## src/rtl/call_stack_ctrl.sv

```systemverilog
// Arbiter/sequencer for the return-address stack: grants one of irq/ret/call
// per two cycles, drives the stack strobes and tracks occupancy and errors.
module call_stack_ctrl #(
  parameter int AW    = 9,
  parameter int DEPTH = 2,
  parameter int DW    = $clog2(DEPTH + 1)
) (
  input  logic          clk,
  input  logic          rst_n,
  input  logic          call_req,
  input  logic [AW-1:0] call_addr,
  input  logic          ret_req,
  input  logic          irq_req,
  input  logic [AW-1:0] irq_addr,
  output logic          call_ack,
  output logic          ret_ack,
  output logic          irq_ack,
  output logic          stk_push,
  output logic          stk_pop,
  output logic [AW-1:0] stk_in,
  input  logic [AW-1:0] stk_top,
  output logic [AW-1:0] ret_addr,
  output logic          ret_valid,
  output logic [DW-1:0] depth,
  output logic          busy,
  output logic          ovf_err,
  output logic          udf_err,
  input  logic          err_clr
);

  typedef enum logic {IDLE = 1'b0, EXEC = 1'b1} state_t;
  typedef enum logic [1:0] {OP_CALL = 2'd0, OP_RET = 2'd1, OP_IRQ = 2'd2} op_t;

  state_t        state_r, state_d;
  op_t           op_r, op_d;
  logic [AW-1:0] addr_r, addr_d;
  logic [DW-1:0] depth_r;
  logic [AW-1:0] ret_addr_r;
  logic          ret_valid_r;
  logic          ovf_r, udf_r;

  logic exec_s, is_ret_s, full_s, empty_s;
  logic push_s, pop_s, ovf_set_s, udf_set_s;

  // Next-state logic: arbitrate in IDLE (irq > ret > call), always leave EXEC.
  always_comb begin
    state_d = state_r;
    op_d    = op_r;
    addr_d  = addr_r;
    case (state_r)
      IDLE: begin
        if (irq_req) begin
          op_d    = OP_IRQ;
          addr_d  = irq_addr;
          state_d = EXEC;
        end else if (ret_req) begin
          op_d    = OP_RET;
          addr_d  = '0;
          state_d = EXEC;
        end else if (call_req) begin
          op_d    = OP_CALL;
          addr_d  = call_addr;
          state_d = EXEC;
        end else begin
          state_d = IDLE;
        end
      end
      EXEC:    state_d = IDLE;
      default: state_d = IDLE;
    endcase
  end

  // EXEC-cycle decode; gating with rst_n aborts an op caught by reset.
  always_comb begin
    exec_s    = (state_r == EXEC) && rst_n;
    is_ret_s  = (op_r == OP_RET);
    full_s    = (depth_r == DW'(DEPTH));
    empty_s   = (depth_r == '0);
    push_s    = exec_s && !is_ret_s;
    pop_s     = exec_s && is_ret_s && !empty_s;
    ovf_set_s = push_s && full_s;
    udf_set_s = exec_s && is_ret_s && empty_s;
  end

  // State, latched op, occupancy, popped address and sticky error flags.
  always_ff @(posedge clk) begin
    if (!rst_n) begin
      state_r     <= IDLE;
      op_r        <= OP_CALL;
      addr_r      <= '0;
      depth_r     <= '0;
      ret_addr_r  <= '0;
      ret_valid_r <= 1'b0;
      ovf_r       <= 1'b0;
      udf_r       <= 1'b0;
    end else begin
      state_r     <= state_d;
      op_r        <= op_d;
      addr_r      <= addr_d;
      ret_valid_r <= exec_s && is_ret_s;
      if (exec_s && is_ret_s) begin
        ret_addr_r <= empty_s ? '0 : stk_top;
      end
      // A push into a full stack drops the bottom entry, so depth holds.
      if (push_s && !full_s) begin
        depth_r <= depth_r + DW'(1);
      end else if (pop_s) begin
        depth_r <= depth_r - DW'(1);
      end
      ovf_r <= ovf_set_s | (ovf_r & ~err_clr);
      udf_r <= udf_set_s | (udf_r & ~err_clr);
    end
  end

  assign call_ack  = exec_s && (op_r == OP_CALL);
  assign ret_ack   = exec_s && is_ret_s;
  assign irq_ack   = exec_s && (op_r == OP_IRQ);
  assign stk_push  = push_s;
  assign stk_pop   = pop_s;
  assign stk_in    = push_s ? addr_r : '0;
  assign ret_addr  = ret_addr_r;
  assign ret_valid = ret_valid_r;
  assign depth     = depth_r;
  assign busy      = (state_r == EXEC);
  assign ovf_err   = ovf_r;
  assign udf_err   = udf_r;

endmodule

```

## config.mk

```make
export PLATFORM = sky130hd
export DESIGN_NAME = call_stack_ctrl
export DESIGN_NICKNAME = d
export VERILOG_FILES = /design/src/rtl/call_stack_ctrl.sv
export SDC_FILE = /design/constraint.sdc
export NUM_CORES = 1
export LEC_CHECK = 0
export CAP_MARGIN = 20
export CELL_PAD_IN_SITES_DETAIL_PLACEMENT = 0
export CELL_PAD_IN_SITES_GLOBAL_PLACEMENT = 1
export CORE_MARGIN = 2
export CORE_UTILIZATION = 30
export CTS_CLUSTER_SIZE = 28
export DETAILED_ROUTE_END_ITERATION = 16
export PLACE_DENSITY_LB_ADDON = 0.1
export SLEW_MARGIN = 20
export SYNTH_ARGS = -nofsm -noshare
export SYNTH_HDL_FRONTEND = slang
export SYNTH_SLANG_ARGS = --single-unit
```

## constraint.sdc

```tcl
create_clock -name clk -period 1.8 [get_ports clk]
set_input_delay 0.18 -clock clk [delete_from_list [all_inputs] [get_ports clk]]
set_output_delay 0.18 -clock clk [all_outputs]
set_load 0.005 [all_outputs]
```

Yosys cells after proc, flatten, opt, wreduce, memory -nomap -nowiden:

Index checks and enable logic that the tools add are counted.

* add/subtract/negate cells: 2
* equality and inequality tests: 3
* muxes and demuxes: 14
* bitwise operators: 6
* reduce and logical (&&, ||, !) cells: 17

Operator list (number)
* 9-bit 2-to-1 mux: 5
* 2-bit 2-to-1 mux: 5
* 1-bit logical AND: 9
* 2-bit == test (second input constant): 2
* 2-bit logical NOT: 2
* 1-bit logical NOT: 3
* 1-bit 2-to-1 mux: 3
* 3-bit nonzero test: 1
* 2-bit by 1-bit adder with 2-bit output (second input constant): 1
* 1-bit bitwise AND: 2
* 2-bit by 1-bit == test with 1-bit output (second input constant): 1
* 1-bit NOT: 2
* 1-bit bitwise OR: 2
* 1-bit case mux with 2 select lines: 1
* 2-bit AND reduction: 1
* 2-bit nonzero test: 1
* 2-bit by 1-bit subtractor with 2-bit output (second input constant): 1

* flip-flop bits (word level): 26
* output and inout port bits: 29
* word-level logic and storage cells: 50

Depth between registers and ports, before layout:

* depth after elaboration: 5
* mapped depth: 4

Worst setup path after synthesis:

Ideal clock, no wire load.

* path type: reg-to-output
* start: register op_r[1]
* end: output port stk_in[0]
* arrival: 0.981 ns
* required time: 1.620 ns
* setup slack: 0.639 ns
* stages on the path, launching flop included: 4
* buffers on the path: 0
* cell sequence: dfxtp_1 and2b_1 nor2_2 and2_1

* longest elaborated chain between the ends: 4

Ends and longest elaborated chain
* start, declared: RTL line 35 `op_t op_r, op_d;`
* start signal, assigned: RTL line 98 `op_r <= op_d;`
* 2-bit by 1-bit == test with 1-bit output: RTL line 76 `is_ret_s = (op_r == OP_RET);`
* 1-bit logical NOT: RTL line 79 `push_s = exec_s && !is_ret_s;`
* 1-bit logical AND: RTL line 79
* net stk_push: RTL line 18 `output logic stk_push,`
* 9-bit 2-to-1 mux: RTL line 120 `assign stk_in = push_s ? addr_r : '0;`
* end, declared: RTL line 20 `output logic [AW-1:0] stk_in,`

The timed path passes the listed nets, and every way through them passes these cells.

Worst setup path after layout:

* start: input port rst_n
* end: output port ret_ack

* longest elaborated chain between the ends: 2

Ends and longest elaborated chain
* start, declared: RTL line 9 `input logic rst_n,`
* 1-bit logical AND: RTL line 75 `exec_s = (state_r == EXEC) && rst_n;`
* 1-bit logical AND: RTL line 116 `assign ret_ack = exec_s && is_ret_s;`
* end, declared: RTL line 16 `output logic ret_ack,`

No other way between the ends.

==> out/qor.csv <==
stage,metric,value,unit
setup_path,critical path arrival,1.50,ns
clock_network,TritonCTS clock tree,yes,
sta,final hold vios,0,
cells_and_area,layout cells sized above 1,0.128,
grt,first-pass GRT wire length,5380,um
place,pre-CTS WS,-0.0475,ns
setup_path,crit start category,input port,
detailed_routing,antenna-violating nets left,0,
cells_and_area,final antenna diode count,0,
synthesis,Synth Register Bits,26,
job,# Max-Cap Violations,0,
floorplan,Core Area,3940,sq um
clock_network,clock slew at reported path FFs,0.09,ns
synthesis,synthesized area,1200,sq um
detailed_routing,vias after detailed routing,1144,
sta,Final setup viols,0,
floorplan,initial cell density of the core,0.305,
place,Post-DP HPWL,2380,um
synthesis,syn nets,150,
synthesis,syn_area_per_cell,10.3,sq um
synthesis,Netlist cell types,31,
sta,setup repair after global routing missed its margin,no,
detailed_routing,1st-iter DRT viols,73,
synthesis,post-synthesis sequential area ratio,0.432,
clock_network,Clock Latency Late Sink,0.27,ns
sta,worst slew pin tran,0.580,ns
sta,min cycle time layout,1.68,ns
clock_network,CTS sink count,26,
sta,final period utilization,0.936,
floorplan,# IOs,62,
setup_path,"Max FO, Critical Path",2,
cells_and_area,fin nets,221,
floorplan,Die X,67.3,um
outcome,status,"complete, no violations",
detailed_routing,DRT Wirelength,3200,um
synthesis,Syn. warnings,0,
floorplan,DIE HEIGHT,67.3,um
setup_path,critical setup path kind,in -> out,
sta,Worst Slack Setup Final,0.116,ns
clock_network,total CTS buffers,3,
detailed_routing,WL per Instance,13.5,um
sta,minimum hold slack,0.485,ns
cells_and_area,area grow syn2layout,65.5,%
grt,GRT overflow,0,
detailed_routing,vias per inst,4.83,
synthesis,Cells after Synth,117,
worst_hold_path,worst hold path class,reg -> reg,
cells_and_area,Post-Layout Cell Count,237,
floorplan,area of the die,4530,sq um
place,Placed Cells,232,
clock_network,CTS max path bufs,2,
sta,Fin Clk Skew,0.00185,ns
setup_path,CP Capture Type,output port,
grt,antenna violations before repair,0,
sta,Max-slew headroom,0.612,
grt,number of global-route vias before repair,1116,
floorplan,Rows,23,
pwr,Max IR drop VDD,419,uV
pwr,PD cells,650,nW/um^2
place,Port-buffer cells,61,
setup_path,CP Data Required Time,1.62,ns
sta,achievable frequency,594,MHz
place,routability congestion estimate,0.808,
pwr,Leakage,0.867,nW
sta,"Slew Viols, Final",0,
grt,largest net degree at the start of global routing,30,
detailed_routing,drt first pass iters,4,
clock_network,root buf cell,clkbuf_8,
grt,Total GRT Usage,0.154,
detailed_routing,residual DRC count,0,
clock_network,CTS H-Tree Depth,1,
flip-flops by register name, indices dropped and copies added, names as in the netlist:
signal	count
op_r	2
udf_err	1
ret_valid	1
addr_r	9
ret_addr	9
busy	1
depth	2
ovf_err	1
logic make-up (layout without fill, tap and decap cells):
logic type / count (synthesis) / count (layout) / share of synthesized area
AOI/OAI and AO/OA: 45 / 45 / 0.315
buffers and inverters: 7 / 77 / 0.0333
and+or+nand+nor: 37 / 37 / 0.204
xor gates and xnor gates: 1 / 1 / 0.00728
DFF: 26 / 26 / 0.432
muxes: 1 / 1 / 0.00832
critical path, cell delays in order:
cell	delay, ns
clkdlybuf4s50_1	0.50
buf_4	0.12
and4b_1	0.20
clkdlybuf4s50_1	0.50
final timing paths:
check,startpoint,to,slack [ns],cells past startpoint
worst max register to register,op_r[1],ret_addr[4],0.47,4
worst min register to register,ret_addr[5],ret_addr[5],0.48,1
worst max-delay path,rst_n,ret_ack,0.12,4
worst min-delay path,ret_addr[5],ret_addr[5],0.48,1
report_power, final:
group	leakage, nW	switching, W	internal, W
clock	0.0288	0.000191	0.000196
sequential	0.213	0.0000182	0.000607
combinational	0.625	0.000110	0.000173
cells in the mapped netlist, drive strengths merged:
master	count	share of area
a2111o	1	0.0094
a21boi	4	0.028
a21oi	1	0.0042
a22o	17	0.12
and2	10	0.052
and2b	1	0.0062
and4b	2	0.017
buf	6	0.030
clkbuf	1	0.0031
dfxtp	26	0.43
mux2i	1	0.0083
nand2	4	0.012
nand2b	2	0.010
nand3b	1	0.0062
nor2	6	0.021
nor2b	4	0.021
nor3	3	0.031
nor3b	2	0.012
nor4b	1	0.0073
o211a	1	0.0083
o21a	1	0.0062
o21ai	2	0.0083
o21bai	8	0.050
o22ai	2	0.010
o311a	8	0.067
or3b	1	0.0073
xnor2	1	0.0073
layout make-up:
class / count / area, sq um
Fill cell: 370 / 1950
Timing Repair Buffer: 73 / 701
Sequential cell: 26 / 522
Clock buffer: 4 / 55.1
Tap cell: 50 / 62.6
Multi-Input combinational cell: 84 / 652
per-stage QoR:
step                setup TNS, ns  total power [W]  utilization  area (sq um)
floorplan                       0         0.000766            -          1200
global placement           -0.155         0.000919        0.490          1930
detailed placement         -0.328         0.000925        0.490          1930
CTS                             0          0.00131        0.505          1990
global route                    0          0.00136        0.505          1990
finish                          0          0.00129        0.505          1990
routing by layer:
layer,track usage,wire (um),vias to the layer above,part of all wire
met2,0.241,1520,33,0.47
met4,0.0230,10,0,0.0031
met5,0,0,-,0
met1,0.218,1520,523,0.47
met3,0.0367,160,2,0.050
li1,-,-,586,-
cells in the final DEF, fill, tap and decap left out, types with 2 or more instances in the layout:
cell and n:
clkdlybuf4s50_1 48, dfxtp_1 25, a22o_1 17, dlygate4sd2_1 12
buf_4 11, and2_1 10, o21bai_1 8, o311a_1 8
nor2_1 5, nand2_1 4, nor2b_1 4, clkbuf_8 4
a21boi_0 3, and4b_1 2, nor3_4 2, nor3b_1 2
o21ai_0 2, o22ai_1 2
timing repair:
item | in CTS | in global routing
gates cloned | 0 | 0
resized for setup | 16 | 1
pin swaps | 1 | 0
setup endpoints to repair | 12 | 1
setup buffers | 1 | 0
hold buffers | 0 | 0
Note: power is estimated with default switching activity, not from simulation.
